===== src/rtl/i2c_regfile_pkg.sv =====
// i2c_regfile_pkg: register map, bit indices and reset values shared by the register file.
package i2c_regfile_pkg;

    localparam logic [7:0] DEVICE_ID      = 8'hA5;
    localparam logic [7:0] VERSION        = 8'h12;
    localparam logic [7:0] RDATA_UNMAPPED = 8'hEE;

    localparam logic [7:0] ADDR_ID      = 8'h00;
    localparam logic [7:0] ADDR_VER     = 8'h01;
    localparam logic [7:0] ADDR_SCRATCH = 8'h02;
    localparam logic [7:0] ADDR_CTRL    = 8'h03;
    localparam logic [7:0] ADDR_LED     = 8'h04;
    localparam logic [7:0] ADDR_STATUS  = 8'h05;
    localparam logic [7:0] ADDR_WR_CNT  = 8'h06;
    localparam logic [7:0] ADDR_TS0     = 8'h08;
    localparam logic [7:0] ADDR_TS1     = 8'h09;
    localparam logic [7:0] ADDR_TS2     = 8'h0A;
    localparam logic [7:0] ADDR_TS3     = 8'h0B;

    localparam int CTRL_LED_EN   = 0;
    localparam int CTRL_TS_RUN   = 1;
    localparam int CTRL_IRQ_EN   = 2;
    localparam int CTRL_SOFT_RST = 7;

    localparam int ST_WR_SEEN = 0;
    localparam int ST_RD_SEEN = 1;
    localparam int ST_BAD_WR  = 2;

    localparam logic [7:0] SCRATCH_RST = 8'h00;
    localparam logic [2:0] CTRL_RST    = 3'b000;
    localparam logic [7:0] LED_RST     = 8'h00;
    localparam logic [2:0] STICKY_RST  = 3'b000;
    localparam logic [7:0] WR_CNT_RST  = 8'h00;
    localparam logic [7:0] RDATA_RST   = 8'h00;

    // Only these four registers accept writes; everything else flags bad_wr.
    function automatic logic addr_writable(input logic [7:0] a);
        return a inside {ADDR_SCRATCH, ADDR_CTRL, ADDR_LED, ADDR_STATUS};
    endfunction

endpackage


===== src/rtl/i2c_regfile_if.sv =====
// i2c_regfile_if: register strobe bus between the I2C slave (master side) and the register file.
interface i2c_regfile_if;
    logic [7:0] reg_addr;
    logic [7:0] reg_wdata;
    logic       reg_wr;
    logic       reg_rd;
    logic [7:0] reg_rdata;

    modport master (output reg_addr, reg_wdata, reg_wr, reg_rd, input reg_rdata);
    modport slave  (input reg_addr, reg_wdata, reg_wr, reg_rd, output reg_rdata);
endinterface


===== src/rtl/i2c_ts_counter.sv =====
// i2c_ts_counter: free-running 32-bit timestamp with a snapshot register for atomic byte reads.
module i2c_ts_counter (
    input  logic        clk,
    input  logic        rst,
    input  logic        clr,
    input  logic        run,
    input  logic        snap,
    output logic [31:0] snap_o
);
    logic [31:0] cnt_q, cnt_d, snap_q, snap_d;

    assign cnt_d  = run ? cnt_q + 32'd1 : cnt_q;
    assign snap_d = snap ? cnt_q : snap_q;
    assign snap_o = snap_q;

    always_ff @(posedge clk) begin
        if (rst || clr) begin
            cnt_q  <= '0;
            snap_q <= '0;
        end else begin
            cnt_q  <= cnt_d;
            snap_q <= snap_d;
        end
    end
endmodule


===== src/rtl/i2c_regfile.sv =====
// i2c_regfile: byte register file behind the I2C slave with LED control, sticky status and IRQ.
// Define I2C_REGFILE_TS_EN to include the timestamp counter/snapshot at 0x08-0x0B.
module i2c_regfile
    import i2c_regfile_pkg::*;
(
    input  logic                clk,
    input  logic                rst,
    i2c_regfile_if.slave        bus,
    input  logic [3:0]          status_i,
    output logic [7:0]          led_o,
    output logic                irq_o
);
    logic [7:0] scratch_q, scratch_d, led_q, led_d, wr_cnt_q, wr_cnt_d;
    logic [7:0] rdata_q, rdata_d, led_out_q;
    logic [2:0] ctrl_q, ctrl_d, sticky_q, sticky_d, w1c;
    logic       rd_q, irq_q, rd_rise, wr_ok, wr_bad, soft_rst;

`ifdef I2C_REGFILE_TS_EN
    localparam logic [2:0] CTRL_WMASK = 3'b111;
    logic [31:0] snap;

    i2c_ts_counter u_ts (
        .clk    (clk),
        .rst    (rst),
        .clr    (soft_rst),
        .run    (ctrl_q[CTRL_TS_RUN]),
        .snap   (rd_rise && bus.reg_addr == ADDR_TS0),
        .snap_o (snap)
    );
`else
    localparam logic [2:0] CTRL_WMASK = 3'b101;
`endif

    assign rd_rise  = bus.reg_rd & ~rd_q;
    assign wr_ok    = bus.reg_wr & addr_writable(bus.reg_addr);
    assign wr_bad   = bus.reg_wr & ~wr_ok;
    assign soft_rst = wr_ok && bus.reg_addr == ADDR_CTRL && bus.reg_wdata[CTRL_SOFT_RST];

    always_comb begin
        scratch_d = (wr_ok && bus.reg_addr == ADDR_SCRATCH) ? bus.reg_wdata : scratch_q;
        ctrl_d    = (wr_ok && bus.reg_addr == ADDR_CTRL) ? bus.reg_wdata[2:0] & CTRL_WMASK : ctrl_q;
        led_d     = (wr_ok && bus.reg_addr == ADDR_LED) ? bus.reg_wdata : led_q;
        wr_cnt_d  = wr_ok ? wr_cnt_q + 8'd1 : wr_cnt_q;
        w1c       = (wr_ok && bus.reg_addr == ADDR_STATUS) ? bus.reg_wdata[2:0] : 3'b000;
        // Clear first, then OR in this cycle's events so a hardware set beats W1C.
        sticky_d  = (sticky_q & ~w1c) | {wr_bad, rd_rise, wr_ok};
    end

    always_comb begin
        rdata_d = RDATA_UNMAPPED;
        case (bus.reg_addr)
            ADDR_ID:      rdata_d = DEVICE_ID;
            ADDR_VER:     rdata_d = VERSION;
            ADDR_SCRATCH: rdata_d = scratch_q;
            ADDR_CTRL:    rdata_d = {5'b00000, ctrl_q};
            ADDR_LED:     rdata_d = led_q;
            ADDR_STATUS:  rdata_d = {status_i, 1'b0, sticky_q};
            ADDR_WR_CNT:  rdata_d = wr_cnt_q;
`ifdef I2C_REGFILE_TS_EN
            ADDR_TS0:     rdata_d = snap[7:0];
            ADDR_TS1:     rdata_d = snap[15:8];
            ADDR_TS2:     rdata_d = snap[23:16];
            ADDR_TS3:     rdata_d = snap[31:24];
`endif
            default:      rdata_d = RDATA_UNMAPPED;
        endcase
    end

    // soft_rst takes precedence over every update carried by the same write.
    always_ff @(posedge clk) begin
        if (rst || soft_rst) begin
            scratch_q <= SCRATCH_RST;
            ctrl_q    <= CTRL_RST;
            led_q     <= LED_RST;
            sticky_q  <= STICKY_RST;
            wr_cnt_q  <= WR_CNT_RST;
        end else begin
            scratch_q <= scratch_d;
            ctrl_q    <= ctrl_d;
            led_q     <= led_d;
            sticky_q  <= sticky_d;
            wr_cnt_q  <= wr_cnt_d;
        end
    end

    always_ff @(posedge clk) begin
        if (rst) begin
            rd_q      <= 1'b0;
            rdata_q   <= RDATA_RST;
            led_out_q <= 8'h00;
            irq_q     <= 1'b0;
        end else begin
            rd_q      <= bus.reg_rd;
            rdata_q   <= rdata_d;
            led_out_q <= ctrl_q[CTRL_LED_EN] ? led_q : 8'h00;
            irq_q     <= ctrl_q[CTRL_IRQ_EN] & |sticky_q;
        end
    end

    assign bus.reg_rdata = rdata_q;
    assign led_o         = led_out_q;
    assign irq_o         = irq_q;
endmodule


===== src/flat_wrapper.sv =====
// flat-port wrapper written by rule: the top's interface ports become plain ports
module i2c_regfile_flat import i2c_regfile_pkg::*;
  (clk, rst, status_i, led_o, irq_o, bus_reg_addr, bus_reg_wdata, bus_reg_wr, bus_reg_rd, bus_reg_rdata);
  i2c_regfile_if bus_i ();
  input  logic clk;
  input  logic rst;
  input  logic [3:0] status_i;
  output logic [7:0] led_o;
  output logic irq_o;
  input wire logic [$bits(bus_i.reg_addr)-1:0] bus_reg_addr;
  input wire logic [$bits(bus_i.reg_wdata)-1:0] bus_reg_wdata;
  input wire logic [$bits(bus_i.reg_wr)-1:0] bus_reg_wr;
  input wire logic [$bits(bus_i.reg_rd)-1:0] bus_reg_rd;
  output wire logic [$bits(bus_i.reg_rdata)-1:0] bus_reg_rdata;
  assign bus_i.reg_addr = bus_reg_addr;
  assign bus_i.reg_wdata = bus_reg_wdata;
  assign bus_i.reg_wr = bus_reg_wr;
  assign bus_i.reg_rd = bus_reg_rd;
  assign bus_reg_rdata = bus_i.reg_rdata;
  i2c_regfile u_core (.clk(clk), .rst(rst), .bus(bus_i), .status_i(status_i), .led_o(led_o), .irq_o(irq_o));
endmodule

===== config.mk =====
export PLATFORM = sky130hd
export DESIGN_NAME = i2c_regfile_flat
export DESIGN_NICKNAME = d
export VERILOG_FILES = /design/src/rtl/i2c_regfile_pkg.sv /design/src/rtl/i2c_regfile_if.sv /design/src/rtl/i2c_ts_counter.sv /design/src/rtl/i2c_regfile.sv /design/src/flat_wrapper.sv
export SDC_FILE = /design/constraint.sdc
export NUM_CORES = 1
export LEC_CHECK = 0
export BUFFER_PORTS_ARGS = -buffer_cell sky130_fd_sc_hd__buf_2
export CORE_MARGIN = 5
export CORE_UTILIZATION = 40
export DETAILED_ROUTE_END_ITERATION = 10
export SKIP_LAST_GASP = 1
export SLEW_MARGIN = 20
export SYNTH_ARGS = -nofsm -noshare
export SYNTH_HDL_FRONTEND = slang
export SYNTH_SLANG_ARGS = --single-unit
export TNS_END_PERCENT = 30

===== constraint.sdc =====
create_clock -name clk -period 4 [get_ports clk]
set_clock_uncertainty 0.05 [all_clocks]
set_input_delay 0.8 -clock clk [delete_from_list [all_inputs] [get_ports clk]]
set_output_delay 0.8 -clock clk [all_outputs]
set_load 0.02 [all_outputs]

* Word-level counts from Yosys, hierarchy flattened
Index checks and enable logic that the tools add are counted.
** Storage, ports and cells
- Memories kept :: 0
- Word-level logic and storage cells :: 38
- RAM bits :: 0
- Latch bits :: 0
- Output and inout bits :: 17
- Bits in read-only memories :: 0
- Register bits after elaboration :: 47
** Operators by class
- Muxes and demuxes :: 2
- Bitwise operators :: 10
- Reduce and logical (&&, ||, !) cells :: 10
- Add/sub/neg operators :: 1
- $lt $le $gt $ge :: 0
- Div/mod/pow operators :: 0
- Multipliers :: 0
- Eq/ne operators :: 6
- Shift operators :: 0
** Operator list (number)
- 8-bit case mux with 7 select lines :: 1
- 8-bit by 3-bit == test with 1-bit output (second input constant) :: 3
- 8-bit by 2-bit == test with 1-bit output (second input constant) :: 2
- 8-bit by 1-bit adder with 8-bit output (second input constant) :: 1
- 8-bit by 1-bit == test with 1-bit output (second input constant) :: 1
- 8-bit zero test :: 1
- 1-bit logical AND :: 5
- 1-bit AND :: 4
- 4-bit nonzero test :: 1
- 3-bit AND :: 1
- 3-bit 2-to-1 mux :: 1
- 1-bit inverter :: 3
- 3-bit inverter :: 1
- 3-bit bitwise OR :: 1
- 3-bit OR reduction :: 1
- 2-bit OR reduction :: 1
- 1-bit logical OR :: 1

* Depth between registers and ports, before layout
- Depth in word-level cells :: 8
- Gate-level depth with buffers :: 7

* Least setup slack after synthesis
Ideal clock, no wire load.
- Kind :: input port to flip-flop
- From :: input bus_reg_addr[3]
- To :: register u_core.led_q[0]
- Library setup time :: 117 ps
- Arrival :: 2118 ps
- Path buffers :: 1
- Path slack :: 1715 ps
- Stages :: 5
- Path through :: nor4_4 -> nand2_1 -> o41ai_4 -> buf_2 -> nor2_1
** On the way
- Cells in the longest elaborated chain, start to end :: 6
** RTL lines
- from (decl) :: RTL line flat_wrapper.sv:10 : input wire logic [$bits(bus_i.reg_addr)-1:0] bus_reg_addr;
- 8-bit by 2-bit == test with 1-bit output (tied with other cells) :: RTL line i2c_regfile_pkg.sv:38 : return a inside {ADDR_SCRATCH, ADDR_CTRL, ADDR_LED, ADDR_STATUS};
- 4-bit nonzero test :: RTL line i2c_regfile_pkg.sv:38
- 1-bit AND :: RTL line i2c_regfile.sv:35 : assign wr_ok = bus.reg_wr & addr_writable(bus.reg_addr);
- 1-bit logical AND (2 in a row) :: RTL line i2c_regfile.sv:37 : assign soft_rst = wr_ok && bus.reg_addr == ADDR_CTRL && bus.reg_wdata[CTRL_SOFT_RST];
- 1-bit logical OR :: RTL line i2c_regfile.sv:71 : if (rst || soft_rst) begin
- to (signal assigned) :: RTL line i2c_regfile.sv:80 : led_q <= led_d;
- to (decl) :: RTL line i2c_regfile.sv:13 : logic [7:0] scratch_q, scratch_d, led_q, led_d, wr_cnt_q, wr_cnt_d;
Several ways; a longest one is shown, not always the timed one.
A chain may end at the register's enable or synchronous reset.

* Final worst setup path
- From :: input bus_reg_addr[2]
- To :: register u_core.led_q[5]
Same word-level chain as after synthesis.

==> impl_metrics.py <==
metrics = {
    "outcome": {
        "outcome": "finished clean",
    },
    "detailed_routing": {
        "met3_length_um": 199,
        "drtPass1Iterations": 4,
        "drc_errors": 0,
        "initialDrtViolationCount": 118,
        "routed-wl-met2_mm": 2.19,
        "wl_met1_mm": 2.24,
        "num_vias": 1664,
        "detail-route-antenna-nets": 0,
        "routedWlPerCell_um": 14.5,
        "via_per_inst": 5.14,
        "routed_wl_mm": 4.71,
        "top_layer": "met4",
    },
    "synthesis": {
        "syn_nets": 245,
        "ys_ff_latch": 47,
        "ys_types": 36,
        "avgSynthCellArea_um2": 9.13,
        "netlist_area_um2": 2010,
        "synth-warning-count": 0,
        "synth-seq-area-share_pct": 46.8,
        "postSynthCellCount": 220,
    },
    "hold_path": {
        "min_path_type": "reg -> reg",
    },
    "layout": {
        "final_common_cell": "dfxtp_1",
        "diodes": 0,
        "mostFrequentLayoutCells": "47 x dfxtp_1, 40 x buf_2, 22 x nor2_1",
        "fin_util_pct": 49.3,
        "fill_cells": 471,
        "fin_nets": 281,
        "area_delta_synth_final_pct": 17.3,
        "finalInstanceArea_um2": 2360,
        "drive_above_1_share_pct": 21.4,
    },
    "floorplanning": {
        "die-height_um": 80.9,
        "die_w_um": 80.9,
        "dieArea_um2": 6540,
        "io_pins": 41,
        "core_um2": 4790,
        "initial_core_util_pct": 42.0,
        "fp-row-count": 25,
    },
    "sta": {
        "max_freq_ghz": 0.407,
        "post-route-min-period_ns": 2.45,
        "worst_pin_slew_ns": 0.601,
        "slew_violations": 0,
        "finalHoldViolations": 0,
        "slew_headroom_pct": 59.7,
        "fin_ws_ns": 1.55,
        "setup_violations": 0,
        "finalCritPeriodShare_pct": 61.4,
        "timing.setup.tns_ns": 0,
        "rsz0062_at_grt": "no",
    },
    "grt": {
        "grt_max_degree": 26,
        "grt_pass1_wl_mm": 7.65,
        "grt-ovfl-total": 0,
        "grt_pass1_vias": 1541,
        "track_usage_pct": 15.6,
        "antenna_found_initial": 0,
    },
    "placement": {
        "place.gp.congestion": 0.852,
        "place_area_um2": 2250,
        "place_ws_ns": 1.22,
        "dp_hpwl_mm": 3.44,
        "io_buffers": 40,
    },
    "critical_path": {
        "slowest_stage": "nand4b_1",
        "path_buf_inv": 1,
        "critPathLaunchType": "input port",
        "crit_path_cell_trace": "buf_2 -> nor2b_1 -> nand4b_1 -> mux2i_1 -> nor2_1",
        "critPathKind": "in -> reg",
        "critPathCaptureType": "flip-flop",
        "max_stage_delay_ns": 0.58,
        "crit_path_max_fanout": 17,
        "arrival_ns": 2.60,
        "worstPathRequired_ns": 4.15,
        "crit_family": "simple AND/OR/NAND/NOR gates",
    },
    "cts": {
        "root_buffer": "clkbuf_8",
        "ctsHoldBuffers": 0,
        "htree_levels": 2,
        "postCtsSetupBuffers": 0,
        "cts.sink_count": 47,
        "cts_buffers": 5,
        "cts.clk_slew.worst_paths_ns": 0.09,
        "tritoncts": "yes",
        "insertion_delay_ns": 0.30,
        "cts_resized": 0,
        "clockBufferDepth": 2,
    },
    "pwr": {
        "peakVddDrop_mv": 0.144,
        "p_leak_uw": 0.00103,
        "power_density_nw_per_um2": 363,
        "total_power_uw": 857,
    },
    "run": {
        "maxCapViolations": 0,
    },
}
==> tightest hold or removal path: stages (launching register included) <==
cell,delay [ns]
dfxtp_1,0.33
inv_1,0.06
a21oi_1,0.05
==> registers in the layout, summed over array words and instances (netlist names) <==
signal and count:
u_core.irq_o 1, u_core.rd_q 1, u_core.wr_cnt_q 8, u_core.bus.reg_rdata 8, u_core.scratch_q 8, u_core.led_q 8
u_core.sticky_q 3, u_core.led_o 8, u_core.ctrl_q 2
==> cell families (layout without fill, tap and decap cells) <==
logic type	after synthesis	count (layout)	synth area share, %
simple gates	80	80	21.1
mux	20	20	10.0
flops	47	47	46.8
compound gates	50	50	16.5
xor+xnor	2	2	0.872
fa+ha+maj	1	1	0.623
buf+inv	20	57	4.05
==> cell type report <==
cell class                      instances  area [um^2]  share of cell area, %
Multi-Input combinational cell        153          987                   41.9
Sequential cell                        47          941                   39.9
Timing Repair Buffer                   42          215                   9.13
Clock buffer                            7         96.3                   4.09
Tap cell                               67         83.8                   3.56
Inverter                                7         26.3                   1.11
Clock inverter                          1         7.51                  0.318
==> stage by stage <==
stage,hold WS [ns],std cells
after floorplan,0.388,220
after global placement,0.415,316
after detailed placement,0.420,316
after CTS,0.432,324
after global routing,0.450,324
final,0.429,324
==> path summary, 6_finish.rpt <==
kind	startpoint	endpoint	slack [ns]	cells past startpoint
hold / removal	u_core.sticky_q[0]	u_core.sticky_q[0]	0.43	2
setup / recovery	bus_reg_addr[2]	u_core.led_q[5]	1.55	5
setup reg to reg	u_core.wr_cnt_q[2]	u_core.wr_cnt_q[6]	2.40	4
hold reg to reg	u_core.sticky_q[0]	u_core.sticky_q[0]	0.43	2
==> metal layers <==
layer	track usage, %	vias up
met3	4.32	7
met2	23.9	28
li1	-	848
met1	20.5	781
met4	6.59	0
met5	0	-
==> power breakdown <==
| part | switching, uW | total, uW | internal [uW] |
|---|---|---|---|
| Clock | 157 | 314 | 157 |
| Combinational | 42.5 | 66.8 | 24.3 |
| Sequential | 2.52 | 476 | 473 |
| Total | 202 | 857 | 655 |
==> cell usage after synthesis <==
| master | instances | area [um^2] |
|---|---|---|
| nand4b_1 | 1 | 8.76 |
| nand2b_1 | 2 | 12.5 |
| nor2b_1 | 8 | 50.1 |
| a21o_1 | 1 | 7.51 |
| nand3_1 | 7 | 35.0 |
| or4_1 | 3 | 22.5 |
| a2111oi_0 | 2 | 17.5 |
| a311oi_1 | 1 | 8.76 |
| o2bb2ai_1 | 1 | 8.76 |
| nor4_4 | 1 | 21.3 |
| nand2_1 | 15 | 56.3 |
| xor2_1 | 2 | 17.5 |
| mux2_2 | 1 | 11.3 |
| o31ai_1 | 3 | 22.5 |
| nand4_1 | 3 | 18.8 |
| buf_2 | 5 | 25.0 |
| or3_1 | 6 | 37.5 |
| a31oi_1 | 6 | 37.5 |
| ha_1 | 1 | 12.5 |
| dfxtp_1 | 47 | 941 |
| inv_1 | 7 | 26.3 |
| or2_2 | 1 | 6.26 |
| o41ai_4 | 1 | 27.5 |
| o311a_1 | 1 | 10.0 |
| a22oi_1 | 4 | 30.0 |
| o21ai_0 | 13 | 65.1 |
| nor2_1 | 22 | 82.6 |
| a21oi_1 | 14 | 70.1 |
| mux2i_1 | 19 | 190 |
| and2_1 | 9 | 56.3 |
| o32a_1 | 1 | 10.0 |
| o211ai_1 | 1 | 7.51 |
| or3b_2 | 1 | 8.76 |
| clkbuf_1 | 8 | 30.0 |
| a221oi_1 | 1 | 8.76 |
| nor3b_1 | 1 | 7.51 |
No activity file was read; power rests on OpenSTA's default activity.
